**src/rtl/synth_pkg.sv**
```systemverilog
// Shared constants and types for the synth voice control core.
// Envelope state encodings, ADSR bank indices and pitch field widths.
package synth_pkg;

    localparam int NOTE_W      = 4;
    localparam int OCT_W       = 3;
    localparam int SEL_W       = 3;
    localparam int NUM_PARAMS  = 5;
    localparam int NUM_STROBES = 6;

    localparam logic [SEL_W-1:0] IDX_VOL = 3'd0;
    localparam logic [SEL_W-1:0] IDX_ATK = 3'd1;
    localparam logic [SEL_W-1:0] IDX_DEC = 3'd2;
    localparam logic [SEL_W-1:0] IDX_SUS = 3'd3;
    localparam logic [SEL_W-1:0] IDX_REL = 3'd4;

    // Bit positions of each strobe inside the synchroniser vector
    localparam int STB_NOTE   = 0;
    localparam int STB_KEY_UP = 1;
    localparam int STB_OCT_UP = 2;
    localparam int STB_OCT_DN = 3;
    localparam int STB_PAR_UP = 4;
    localparam int STB_PAR_DN = 5;

    typedef enum logic [2:0] {
        ENV_IDLE    = 3'd0,
        ENV_ATTACK  = 3'd1,
        ENV_DECAY   = 3'd2,
        ENV_SUSTAIN = 3'd3,
        ENV_RELEASE = 3'd4
    } env_state_t;

endpackage

```
**src/rtl/adsr_envelope.sv**
```systemverilog
// Single-voice ADSR envelope: tick divider, state machine and clamped amplitude arithmetic.
// Amplitude moves only on ticks; retrigger and release events act immediately on the state.
module adsr_envelope
    import synth_pkg::*;
#(
    parameter int PARAM_W  = 4,
    parameter int AMP_W    = 8,
    parameter int TICK_DIV = 50000
) (
    input  logic               CLOCK_50,
    input  logic               reset,
    input  logic [PARAM_W-1:0] vol,
    input  logic [PARAM_W-1:0] atk,
    input  logic [PARAM_W-1:0] dec,
    input  logic [PARAM_W-1:0] sus,
    input  logic [PARAM_W-1:0] rel,
    input  logic               retrigger,
    input  logic               key_release,
    output logic [AMP_W-1:0]   amp,
    output env_state_t         state
);

    localparam int CNT_W = (TICK_DIV > 1) ? $clog2(TICK_DIV) : 1;
    localparam logic [CNT_W-1:0] CNT_LAST = CNT_W'(TICK_DIV - 1);
    localparam int SUM_W = AMP_W + 1;
    localparam logic [SUM_W-1:0] FULL_SCALE = SUM_W'(2 ** PARAM_W);

    logic [CNT_W-1:0] tick_cnt;
    logic             tick;

    assign tick = (tick_cnt == CNT_LAST);

    always_ff @(posedge CLOCK_50 or posedge reset) begin
        if (reset)
            tick_cnt <= '0;
        else if (tick)
            tick_cnt <= '0;
        else
            tick_cnt <= tick_cnt + 1'b1;
    end

    // One spare bit of headroom so overshoot and underflow are visible before clamping
    logic [SUM_W-1:0] amp_ext, peak, sus_full, sus_lvl;
    logic [SUM_W-1:0] step_a, step_d, step_r;
    logic [SUM_W-1:0] sum_atk, diff_dec, diff_rel;
    logic             dec_done, rel_done;

    assign amp_ext  = {1'b0, amp};
    assign peak     = {1'b0, vol, vol};
    assign sus_full = {1'b0, sus, sus};
    assign sus_lvl  = (sus_full < peak) ? sus_full : peak;
    assign step_a   = FULL_SCALE - SUM_W'(atk);
    assign step_d   = FULL_SCALE - SUM_W'(dec);
    assign step_r   = FULL_SCALE - SUM_W'(rel);
    assign sum_atk  = amp_ext + step_a;
    assign diff_dec = amp_ext - step_d;
    assign diff_rel = amp_ext - step_r;
    assign dec_done = diff_dec[SUM_W-1] || (diff_dec <= sus_lvl);
    assign rel_done = diff_rel[SUM_W-1] || (diff_rel == '0);

    env_state_t       state_next;
    logic [AMP_W-1:0] amp_next;

    always_comb begin
        state_next = state;
        amp_next   = amp;
        if (retrigger) begin
            state_next = ENV_ATTACK;
        end else if (key_release && (state == ENV_ATTACK || state == ENV_DECAY ||
                                     state == ENV_SUSTAIN)) begin
            state_next = ENV_RELEASE;
        end else if (tick) begin
            case (state)
                ENV_IDLE: amp_next = '0;
                ENV_ATTACK: begin
                    if (sum_atk >= peak) begin
                        amp_next   = peak[AMP_W-1:0];
                        state_next = ENV_DECAY;
                    end else begin
                        amp_next = sum_atk[AMP_W-1:0];
                    end
                end
                ENV_DECAY: begin
                    if (dec_done) begin
                        amp_next   = sus_lvl[AMP_W-1:0];
                        state_next = ENV_SUSTAIN;
                    end else begin
                        amp_next = diff_dec[AMP_W-1:0];
                    end
                end
                ENV_SUSTAIN: amp_next = sus_lvl[AMP_W-1:0];
                ENV_RELEASE: begin
                    if (rel_done) begin
                        amp_next   = '0;
                        state_next = ENV_IDLE;
                    end else begin
                        amp_next = diff_rel[AMP_W-1:0];
                    end
                end
                default: begin
                    amp_next   = '0;
                    state_next = ENV_IDLE;
                end
            endcase
        end
    end

    always_ff @(posedge CLOCK_50 or posedge reset) begin
        if (reset) begin
            state <= ENV_IDLE;
            amp   <= '0;
        end else begin
            state <= state_next;
            amp   <= amp_next;
        end
    end

endmodule

```
**src/rtl/synth_voice_ctrl.sv**
```systemverilog
// Voice control core: synchronises decoder strobes, holds octave and ADSR bank,
// and drives the envelope that sets pitch and amplitude for the oscillator.
module synth_voice_ctrl
    import synth_pkg::*;
#(
    parameter int PARAM_W       = 4,
    parameter int AMP_W         = 8,
    parameter int OCT_MAX       = 7,
    parameter int OCT_DEFAULT   = 4,
    parameter int PARAM_DEFAULT = 8,
    parameter int TICK_DIV      = 50000
) (
    input  logic               CLOCK_50,
    input  logic               reset,
    input  logic [NOTE_W-1:0]  note,
    input  logic               note_in,
    input  logic               key_up,
    input  logic               octave_plus_plus,
    input  logic               octave_minus_minus,
    input  logic [SEL_W-1:0]   ADSR_selector,
    input  logic               ADSR_plus_plus,
    input  logic               ADSR_minus_minus,
    output logic [NOTE_W-1:0]  play_note,
    output logic [OCT_W-1:0]   play_octave,
    output logic [AMP_W-1:0]   amplitude,
    output logic               voice_active,
    output logic [2:0]         env_state,
    output logic [PARAM_W-1:0] sel_value
);

    localparam logic [PARAM_W-1:0] PARAM_MAX = '1;
    localparam logic [PARAM_W-1:0] PARAM_RST = PARAM_W'(PARAM_DEFAULT);
    localparam logic [OCT_W-1:0]   OCT_TOP   = OCT_W'(OCT_MAX);
    localparam logic [OCT_W-1:0]   OCT_RST   = OCT_W'(OCT_DEFAULT);

    logic [NUM_STROBES-1:0] strobe_raw, strobe_s1, strobe_s2, strobe_prev, strobe_edge;
    logic [NOTE_W-1:0]      note_s1, note_s2;
    logic [SEL_W-1:0]       sel_s1, sel_s2;

    assign strobe_raw = {ADSR_minus_minus, ADSR_plus_plus, octave_minus_minus,
                         octave_plus_plus, key_up, note_in};

    // Data buses share the strobes' two-flop path so they line up with the edge pulse
    always_ff @(posedge CLOCK_50 or posedge reset) begin
        if (reset) begin
            strobe_s1   <= '0;
            strobe_s2   <= '0;
            strobe_prev <= '0;
            strobe_edge <= '0;
            note_s1     <= '0;
            note_s2     <= '0;
            sel_s1      <= '0;
            sel_s2      <= '0;
        end else begin
            strobe_s1   <= strobe_raw;
            strobe_s2   <= strobe_s1;
            strobe_prev <= strobe_s2;
            strobe_edge <= strobe_s2 & ~strobe_prev;
            note_s1     <= note;
            note_s2     <= note_s1;
            sel_s1      <= ADSR_selector;
            sel_s2      <= sel_s1;
        end
    end

    logic note_edge, key_up_edge, oct_up_edge, oct_dn_edge, par_up_edge, par_dn_edge;
    logic sel_valid;

    assign note_edge   = strobe_edge[STB_NOTE];
    assign key_up_edge = strobe_edge[STB_KEY_UP];
    assign oct_up_edge = strobe_edge[STB_OCT_UP];
    assign oct_dn_edge = strobe_edge[STB_OCT_DN];
    assign par_up_edge = strobe_edge[STB_PAR_UP];
    assign par_dn_edge = strobe_edge[STB_PAR_DN];
    assign sel_valid   = (sel_s2 <= IDX_REL);

    logic [OCT_W-1:0] octave;

    always_ff @(posedge CLOCK_50 or posedge reset) begin
        if (reset)
            octave <= OCT_RST;
        else if (oct_up_edge && !oct_dn_edge && octave != OCT_TOP)
            octave <= octave + 1'b1;
        else if (oct_dn_edge && !oct_up_edge && octave != '0)
            octave <= octave - 1'b1;
    end

    logic [PARAM_W-1:0] params [NUM_PARAMS];

    always_ff @(posedge CLOCK_50 or posedge reset) begin
        if (reset) begin
            for (int i = 0; i < NUM_PARAMS; i++)
                params[i] <= PARAM_RST;
        end else if (sel_valid && (par_up_edge ^ par_dn_edge)) begin
            if (par_up_edge && params[sel_s2] != PARAM_MAX)
                params[sel_s2] <= params[sel_s2] + 1'b1;
            else if (par_dn_edge && params[sel_s2] != '0)
                params[sel_s2] <= params[sel_s2] - 1'b1;
        end
    end

    always_ff @(posedge CLOCK_50 or posedge reset) begin
        if (reset)
            sel_value <= '0;
        else
            sel_value <= sel_valid ? params[sel_s2] : '0;
    end

    // Octave edits reach the oscillator only when the next note is struck
    always_ff @(posedge CLOCK_50 or posedge reset) begin
        if (reset) begin
            play_note   <= '0;
            play_octave <= OCT_RST;
        end else if (note_edge) begin
            play_note   <= note_s2;
            play_octave <= octave;
        end
    end

    env_state_t env_state_q;

    adsr_envelope #(
        .PARAM_W  (PARAM_W),
        .AMP_W    (AMP_W),
        .TICK_DIV (TICK_DIV)
    ) u_envelope (
        .CLOCK_50    (CLOCK_50),
        .reset       (reset),
        .vol         (params[IDX_VOL]),
        .atk         (params[IDX_ATK]),
        .dec         (params[IDX_DEC]),
        .sus         (params[IDX_SUS]),
        .rel         (params[IDX_REL]),
        .retrigger   (note_edge),
        .key_release (key_up_edge),
        .amp         (amplitude),
        .state       (env_state_q)
    );

    assign env_state    = env_state_q;
    assign voice_active = (env_state_q != ENV_IDLE);

endmodule

```
**config.mk**
```make
export PLATFORM = sky130hd
export DESIGN_NAME = synth_voice_ctrl
export DESIGN_NICKNAME = d
export VERILOG_FILES = /design/src/rtl/synth_pkg.sv /design/src/rtl/adsr_envelope.sv /design/src/rtl/synth_voice_ctrl.sv
export SDC_FILE = /design/constraint.sdc
export NUM_CORES = 1
export LEC_CHECK = 0
export CORE_MARGIN = 1
export CORE_UTILIZATION = 50
export CTS_CLUSTER_DIAMETER = 40
export DETAILED_ROUTE_END_ITERATION = 16
export HOLD_SLACK_MARGIN = 0.15
export PLACE_DENSITY = 0.69
export SYNTH_ARGS = -nofsm -noshare
export SYNTH_HDL_FRONTEND = slang
export SYNTH_HIERARCHICAL = 1
export SYNTH_SLANG_ARGS = --single-unit
```
**constraint.sdc**
```tcl
create_clock -name CLOCK_50 -period 6.7 [get_ports CLOCK_50]
set_clock_uncertainty 0.1 [all_clocks]
set_input_delay 1.005 -clock CLOCK_50 [delete_from_list [all_inputs] [get_ports CLOCK_50]]
set_output_delay 1.005 -clock CLOCK_50 [all_outputs]
set_load 0.005 [all_outputs]
```
==> impl_metrics.ini, run 1 <==
[global_routing]
groute.usage.overall = 0.228
wire_length_of_the_first_global_routing_pass_um = 23200
gr-total-overflow = 0
number_of_antenna_violations_at_the_first_check_in_global_routing = 0
grt_pass1_vias = 4671
grt_max_degree = 73

[cells_and_area]
final_common_cell = dfrtp_1
final.fill_count = 1040
layout.cells.most_common_list = dfrtp_1, nand2_1, ha_1, nor2_1, clkdlybuf4s50_1
synthesis_to_finish_area_growth_pct = 13.1
final_cell_area_sq_um = 7080
final_core_util = 0.585
regArea_sq_um = 2490
final_layout_size_suffix_gt1_frac = 0.109
nNetsFinal = 715
multiInputGateArea_sq_um = 3530
antenna-diode-count = 0
finish.cell_count_without_fillers = 827

[synth]
netlist.area_leader.share = 0.368
average_cell_area_after_synthesis_sq_um = 10.1
synth.ff_latch_count = 99
synth_sequential_area_ratio = 0.397
postSynthCellCount = 620
number_of_nets_in_the_synthesized_netlist = 681
postSynth.topFlopCell = dfrtp_1
synth_top_cells_by_area = dfrtp_1, ha_1, dfstp_2
cell_type_contributing_the_most_total_cell_area_after_synthesis = dfrtp_1
yosysUniqueCellTypes = 89
yosys_warnings = 6
netlist_area_sq_um = 6260
asyncSetResetFlopFracSynth = 1.00
synth-edff-count = 0

[timing]
timing.slew.headroom = 0.302
timing_hold_violations_final = 0
post-route-worst-setup-slack_ns = 2.30
fin_tns_setup_ns = 0
report.final.slew_viol_count = 0
unrepaired_setup_endpoints_after_global_routing = no
finalSetupViolCount = 0
worst_slew_pin_slew_ns = 1.05
timing.fmax_ghz = 0.227
period_share = 0.657
final.hold.worst_slack_ns = 0.248
min_period_ns = 4.40

[worst_hold_path]
min-delay-path-class = reg2reg
hold_start = strobe_s1[5]$_DFF_PP0_
whs_path_depth = 0
min_to = strobe_s2[5]$_DFF_PP0_

[clocking]
cts.repair_timing.setup_buffer_count = 0
clkSinkCount = 99
numCtsBuffers = 9
tritoncts = yes
holdBufCountCts = 0
cts.reportedPaths.clkPinSlew_ns = 0.07
clock_tree.root_cell = clkbuf_16
clock_insertion_delay_at_the_later_pin_of_the_skew_report_ns = 0.34
htree_depth = 3
clock_path_buffers = 2
post_cts_resize_count = 0

[route]
drt-vias-per-instance = 5.98
wl_um = 14200
route.antenna.remaining_nets = 0
drc = 0
detail_route.wl_per_cell_um = 17.2
first_pass_iters = 5
via_count = 4948
detail_route.iter0.violations = 475

[critical_path]
worst_path_arrival_time_ns = 4.53
crit_required_ns = 6.83
regToRegSetupSlack_ns = 2.30
worstRegToRegCells = 16
type_of_the_worst_setup_path = reg2reg
startpoint_type = flip-flop
r2r-end = u_envelope/amp[5]$_DFFE_PP0P_
worst-path-max-fanout = 6
critical_path.endpoint_type = flip-flop

[placement]
place_hpwl_um = 10400
placed_instance_area_sq_um = 6760
io_buffer_count = 37
gp_congestion = 0.869
place_inst = 811
post-place-ws_ns = 2.37

[floorplan]
die_h_um = 114
core-area_sq_um = 12100
std_cell_rows = 40
effective_utilization_at_floorplan = 0.517
die_w_um = 114
die_area_sq_um = 13000
floorplan.io_pins = 38

[power_and_ir_drop]
power-per-cell-area_nw_per_um2 = 413
fin_total_pwr_mw = 2.92
power.leakage_nw = 3.13
vdd_drop_max_mv = 0.226

[job]
max-cap-violations = 0

[status]
outcome = complete, no violations
[worst max-delay path by stage]
stage	startpoint	to	slack, ns	cells after the start
global route	flip-flop	u_envelope/amp[7]$_DFFE_PP0P_	2.00	15
detailed placement	flip-flop	u_envelope/amp[5]$_DFFE_PP0P_	2.37	16
global placement	flip-flop	u_envelope/amp[5]$_DFFE_PP0P_	2.50	14
CTS	flip-flop	u_envelope/amp[5]$_DFFE_PP0P_	2.34	16
finish	flip-flop	u_envelope/amp[5]$_DFFE_PP0P_	2.30	16
floorplan	flip-flop	u_envelope/amp[5]$_DFFE_PP0P_	2.76	17
[worst max-delay path, stage by stage (launching register included)]
cell	delay (ns)
dfrtp_1	0.44
inv_1	0.12
ha_1	0.30
nor2b_1	0.13
o211a_1	0.23
or3_1	0.39
a21oi_1	0.29
mux2i_1	0.34
inv_1	0.08
ha_1	0.30
nand4_1	0.10
or3b_1	0.38
o211ai_1	0.16
or3_1	0.30
inv_1	0.09
a221o_1	0.35
a21o_1	0.17
[sequential cells by signal (all words and copies together), names as in the netlist, named ones only]
register	count
octave	3
strobe_prev	6
sel_s2	3
play_octave	3
strobe_s2	6
sel_value	4
strobe_s1	6
sel_s1	3
u_envelope/amp	8
strobe_edge	6
play_note	4
note_s1	4
note_s2	4
u_envelope/state	3
u_envelope/tick_cnt	16
params	15
[logic make-up after synthesis]
group,Yosys count,synth area share
buffers and inverters,56,0.0392
adders and majority gates,46,0.0967
DFF,99,0.397
muxes,34,0.0595
AOI/OAI and AO/OA,130,0.161
xor gates and xnor gates,32,0.0448
and+or+nand+nor,223,0.202
[cells in the mapped netlist (8+ instances only)]
library cell  count
o21ai_1          12
nor2_1           40
xor2_1           20
nand3_1          21
and2_1            8
nand4_1          10
dfrtp_1          92
mux2i_1          10
mux2_2           16
o21ai_0          15
nand2b_1          9
ha_1             42
inv_1            37
nand2_1          42
xnor2_1          12
o31ai_1           9
nor3_1           19
a21oi_1          16
nor2b_1          24
[layout make-up]
class                           count  area share
Inverter                           40      0.0212
Timing Repair Buffer               39      0.0544
Clock inverter                      5      0.0122
Multi-Input combinational cell    465       0.499
Tap cell                          168      0.0297
Sequential cell                    99       0.351
Clock buffer                       11      0.0329
[routing by layer]
metal | track usage | wire length (um)
met5 | 0 | 0
met3 | 0.0319 | 715
met2 | 0.370 | 6830
met1 | 0.306 | 6370
met4 | 0.0996 | 287
[power by group]
group | switching, mW | internal [mW]
logic | 0.834 | 0.662
registers | 0.157 | 0.716
clock network | 0.223 | 0.330
total | 1.21 | 1.71
No activity file was read; power rests on OpenSTA's default activity.
==> inputs of run 2 (changes only) <==
- clock period: 6.7 -> 4.08 ns (I/O delays scaled with it)
==> run 2 against run 1 <==
Net effect: maximum frequency grew 7.9%; hold slack better by 0.0015 ns; total power is 81% higher; register-to-register slack worse by 2.3 ns; critical path type unchanged; utilization up 3.3 points.
==> impl_metrics.ini, run 2 (synthesis gave the netlist of run 1 again) <==
[route]
met3RoutedLength_um = 770
wl_um = 15300
detail_route.wl_per_cell_um = 17.8
drc = 0
route.antenna.remaining_nets = 0
detail_route.iter0.violations = 301
via_count = 5145
routed_length_on_met2_um = 7420
wl_met1_um = 6770
topRoutingLayerUsed = met4
drt-vias-per-instance = 5.98
first_pass_iters = 5

[global_routing]
wire_length_of_the_first_global_routing_pass_um = 24000
grt_pass1_vias = 4927
number_of_antenna_violations_at_the_first_check_in_global_routing = 0
groute.usage.overall = 0.239
grt_max_degree = 44
gr-total-overflow = 0

[status]
outcome = complete, no violations

[critical_path]
crit_required_ns = 4.22
r2r-end = u_envelope/amp[5]$_DFFE_PP0P_
type_of_the_worst_setup_path = reg2reg
cpPeakStageDelay_ns = 0.41
timing.critical_path.max_delay_family = simple AND/OR/NAND/NOR gates
worstRegToRegCells = 17
worst_path_arrival_time_ns = 4.21
regToRegSetupSlack_ns = 0.005
critical_path.endpoint_type = flip-flop
timing.critical_path.cells = inv_2 -> ha_4 -> inv_1 -> ha_1 -> nor2b_2 -> o21ai_2 -> a21boi_4 -> or4_1 -> and3_4 -> ha_1 -> and3_4 -> or3b_4 -> o211ai_1 -> or3_4 -> inv_1 -> a221o_1 -> a21o_1
critPathBufInv = 3
critPathSlowestCell = or4_1
startpoint_type = flip-flop
r2r_path_start = params[9]$_DFFE_PP0P_
critical_path.startpoint = params[9]$_DFFE_PP0P_
worst-path-max-fanout = 4

[cells_and_area]
final_common_cell = dfrtp_1
largest_reg_flops = 16
nNetsFinal = 748
antenna-diode-count = 0
largest-register = u_envelope/tick_cnt
layout.cells.most_common_list = dfrtp_1, nand2_1, ha_1, nor2_1, clkdlybuf4s50_1
reg.largest.list = u_envelope/tick_cnt (16), params (15), u_envelope/amp (8)
synthesis_to_finish_area_growth_pct = 19.5
final.fill_count = 1036
final_layout_size_suffix_gt1_frac = 0.197

[power_and_ir_drop]
power.leakage_nw = 3.33
vdd_drop_max_mv = 0.361
power-per-cell-area_nw_per_um2 = 708
fin_total_pwr_mw = 5.30

[timing]
worst_slew_pin_slew_ns = 1.06
fin_tns_setup_ns = 0
report.final.slew_viol_count = 0
timing.fmax_ghz = 0.245
period_share = 0.999
timing_hold_violations_final = 0
min_period_ns = 4.07
timing.slew.headroom = 0.290
unrepaired_setup_endpoints_after_global_routing = yes
finalSetupViolCount = 0

[floorplan]
die_h_um = 114
die_w_um = 114
std_cell_rows = 40
effective_utilization_at_floorplan = 0.517
core-area_sq_um = 12100
die_area_sq_um = 13000
floorplan.io_pins = 38

[clocking]
cts.reportedPaths.clkPinSlew_ns = 0.07
clock_insertion_delay_at_the_later_pin_of_the_skew_report_ns = 0.35
htree_depth = 3
clock_tree.root_cell = clkbuf_16
clock_path_buffers = 2
tritoncts = yes
numCtsBuffers = 9
clkSinkCount = 99
holdBufCountCts = 0

[worst_hold_path]
hold_start = sel_s1[2]$_DFF_PP0_
min_to = sel_s2[2]$_DFF_PP0_
whs_path_depth = 0
min-delay-path-class = reg2reg

[placement]
gp_congestion = 0.901
io_buffer_count = 37
place_hpwl_um = 11000

[job]
max-cap-violations = 0
-- run 2: cell type report --
cell class | instances | area, sq um | share of cell area
clock buffer | 11 | 243 | 0.0324
timing repair buffer | 72 | 633 | 0.0846
sequential | 99 | 2490 | 0.332
inverter | 40 | 150 | 0.0201
clock inverter | 5 | 61.3 | 0.00819
multi-input combinational | 465 | 3700 | 0.494
tap | 168 | 210 | 0.0281
-- run 2: worst reg2reg max path: stages (launching register included) --
cell,delay (ns)
dfrtp_1,0.40
inv_2,0.07
ha_4,0.28
inv_1,0.04
ha_1,0.25
nor2b_2,0.16
o21ai_2,0.21
a21boi_4,0.09
or4_1,0.41
and3_4,0.17
ha_1,0.27
and3_4,0.17
or3b_4,0.38
o211ai_1,0.16
or3_4,0.22
inv_1,0.05
a221o_1,0.35
a21o_1,0.19
-- run 2: where the power goes --
group | internal [mW] | switching [mW]
Clock | 0.497 | 0.382
Combinational | 1.42 | 1.62
Sequential | 1.18 | 0.200
-- run 2: worst max path at each step --
stage / endpoint / cells after the start
CTS: u_envelope/state[0]$_DFFE_PP0P_ / 17
finish: u_envelope/amp[5]$_DFFE_PP0P_ / 17
global route: u_envelope/amp[5]$_DFFE_PP0P_ / 15
global placement: u_envelope/state[1]$_DFFE_PP0P_ / 16
detailed placement: u_envelope/state[1]$_DFFE_PP0P_ / 16
floorplan: u_envelope/amp[5]$_DFFE_PP0P_ / 17
-- run 2: per-stage QoR --
stage | std cells | util | worst slack (ns) | hold WS, ns | cell area (sq um)
4_1_cts | 848 | 0.598 | 0.000106 | 0.252 | 7240
5_1_grt | 860 | 0.618 | -0.0466 | 0.259 | 7490
3_3_place_gp | 831 | 0.571 | 0.0366 | 0.233 | 6910
3_5_place_dp | 831 | 0.571 | -0.117 | 0.236 | 6910
6_report | 860 | 0.618 | 0.00523 | 0.249 | 7490
2_1_floorplan | 620 | - | 0.138 | 0.231 | 6260
-- run 2: layer usage --
layer  vias to the layer above  track usage
met2                       172        0.396
met5                         -            0
met4                         0       0.0926
met1                      2558        0.312
met3                        34       0.0462
li1                       2381            -
-- run 2: timing repair --
action,in CTS,in global routing
endpoints found under the setup margin,4,10
resized for setup,3,33
buffers inserted,1,12
pin swaps,3,23
==> inputs of run 3 (changes only) <==
- SETUP_SLACK_MARGIN: unset -> 0.02
==> run 3 against run 2 <==
Net effect: non-clock buffer count up 3; hold slack better by 0.00052 ns; maximum frequency rose by 2.9%; final area grew 0.94%.
==> impl_metrics.ini, run 3 (synthesis gave the netlist of run 1 again) <==
[status]
outcome = complete, no violations

[cells_and_area]
reg.largest.list = u_envelope/tick_cnt (16), params (15), u_envelope/amp (8)
layout.cells.most_common_list = dfrtp_1, nand2_1, nor2_1, ha_1, buf_4
final_common_cell = dfrtp_1
nNetsFinal = 751
final_layout_size_suffix_gt1_frac = 0.209
antenna-diode-count = 0
largest-register = u_envelope/tick_cnt
synthesis_to_finish_area_growth_pct = 20.7
largest_reg_flops = 16

[route]
first_pass_iters = 6
via_count = 5136
detail_route.iter0.violations = 340
route.antenna.remaining_nets = 0
drt-vias-per-instance = 5.95
wl_um = 15200
drc = 0
detail_route.wl_per_cell_um = 17.6

[power_and_ir_drop]
power_report.internal_total_mw = 3.13
sequentialPowerShare = 0.258
power-per-cell-area_nw_per_um2 = 706
vdd_drop_max_mv = 0.338
clkPwrFrac = 0.164
share_comb_of_total_power = 0.578
fin_total_pwr_mw = 5.33
p_switching_mw = 2.20
power_switching_share = 0.412
power.leakage_nw = 3.35

[critical_path]
type_of_the_worst_setup_path = reg2reg
cpPeakStageDelay_ns = 0.51
worst_path_arrival_time_ns = 4.10
timing.critical_path.cells = inv_2 -> ha_4 -> inv_2 -> ha_4 -> nor2b_4 -> o21ai_4 -> a21boi_4 -> or4_1 -> and3_4 -> ha_4 -> and3_4 -> or3b_4 -> o211ai_1 -> or3_4 -> inv_2 -> a221o_1 -> a21o_1
critPathSlowestCell = or4_1
crit_required_ns = 4.22
critical_path.startpoint = params[9]$_DFFE_PP0P_
worstRegToRegCells = 17
critical_path_cell_count = 17
critical_path.endpoint_type = flip-flop
timing.critical_path.max_delay_family = simple AND/OR/NAND/NOR gates
worst-path-max-fanout = 4
r2r_path_start = params[9]$_DFFE_PP0P_
critPathBufInv = 3
startpoint_type = flip-flop

[clocking]
cts.reportedPaths.clkPinSlew_ns = 0.07
clock_tree.root_cell = clkbuf_16
clock_insertion_delay_at_the_later_pin_of_the_skew_report_ns = 0.35
tritoncts = yes
htree_depth = 3
holdBufCountCts = 0
clock_path_buffers = 2
numCtsBuffers = 9
clkSinkCount = 99

[timing]
worst_slew_pin_slew_ns = 1.07
report.final.slew_viol_count = 0
min_period_ns = 3.96
timing.fmax_ghz = 0.252
timing.slew.headroom = 0.288
period_share = 0.971
finalSetupViolCount = 0
final.hold.worst_slack_ns = 0.250
timing_hold_violations_final = 0

[global_routing]
grt_pass1_vias = 4933
gr-total-overflow = 0
grt_max_degree = 44
wire_length_of_the_first_global_routing_pass_um = 24000
groute.usage.overall = 0.239
number_of_antenna_violations_at_the_first_check_in_global_routing = 0

[placement]
place_hpwl_um = 11000
gp_congestion = 0.901
io_buffer_count = 37

[worst_hold_path]
min-delay-path-class = reg2reg
hold_start = sel_s1[2]$_DFF_PP0_
whs_path_depth = 0

[floorplan]
effective_utilization_at_floorplan = 0.517
floorplan.io_pins = 38
core-area_sq_um = 12100
die_w_um = 114
die_area_sq_um = 13000
die_h_um = 114
std_cell_rows = 40

[job]
max-cap-violations = 0
run 3: cell types whose count changed in the layout (fill, tap and decap cells not counted), moves of 2 or more:
cell	delta
mux2_2	-2
mux2_4	+2
nor3b_2	+2
ha_1	-2
nor3b_1	-2
buf_4	+3
run 3: power groups by stage:
stage / registers (mW) / clock network, mW / logic, mW
2_1_floorplan: 1.34 / 0 / 1.84
3_3_place_gp: 1.39 / 0 / 2.52
3_5_place_dp: 1.39 / 0 / 2.61
4_1_cts: 1.38 / 0.893 / 2.68
5_1_grt: 1.41 / 0.941 / 3.37
6_report: 1.38 / 0.875 / 3.08
run 3: stage by stage:
stage                     setup slack, ns  utilization  instances  setup TNS, ns  cell area [sq um]
after floorplan                     0.138            -        620              0               6260
after global placement             0.0366        0.571        831              0               6910
after detailed placement           -0.117        0.571        831         -0.186               6910
after CTS                          0.0374        0.599        848              0               7250
after global routing              -0.0218        0.624        863        -0.0320               7560
final                               0.118        0.624        863              0               7560
run 3: area by class of cell:
cell class | instances | area (sq um)
sequential | 99 | 2490
inverter | 40 | 150
fill | 1023 | 4560
tap | 168 | 210
clock buffer | 11 | 243
multi-input combinational | 465 | 3750
timing repair buffer | 75 | 656
clock inverter | 5 | 61.3
run 3: timing repair:
action	4_1_cts	5_1_grt
buffers inserted	1	15
resized for setup	7	39
pin swaps	3	33
endpoints found under the setup margin	7	10
run 3: worst paths after layout:
path	to	slack, ns
setup / recovery	u_envelope/amp[5]$_DFFE_PP0P_	0.12
hold / removal	sel_s2[2]$_DFF_PP0_	0.25
setup reg to reg	u_envelope/amp[5]$_DFFE_PP0P_	0.12
hold reg to reg	sel_s2[2]$_DFF_PP0_	0.25
max in group asynchronous	u_envelope/amp[0]$_DFFE_PP0P_	2.37
min in group asynchronous	play_note[3]$_DFFE_PP0P_	0.41
run 3: per-layer routing:
metal / share of wire / routed length, um / global-route usage
met5: 0 / 0 / 0
met4: 0.027 / 411 / 0.0926
met1: 0.43 / 6580 / 0.312
met3: 0.055 / 834 / 0.0462
met2: 0.49 / 7380 / 0.396
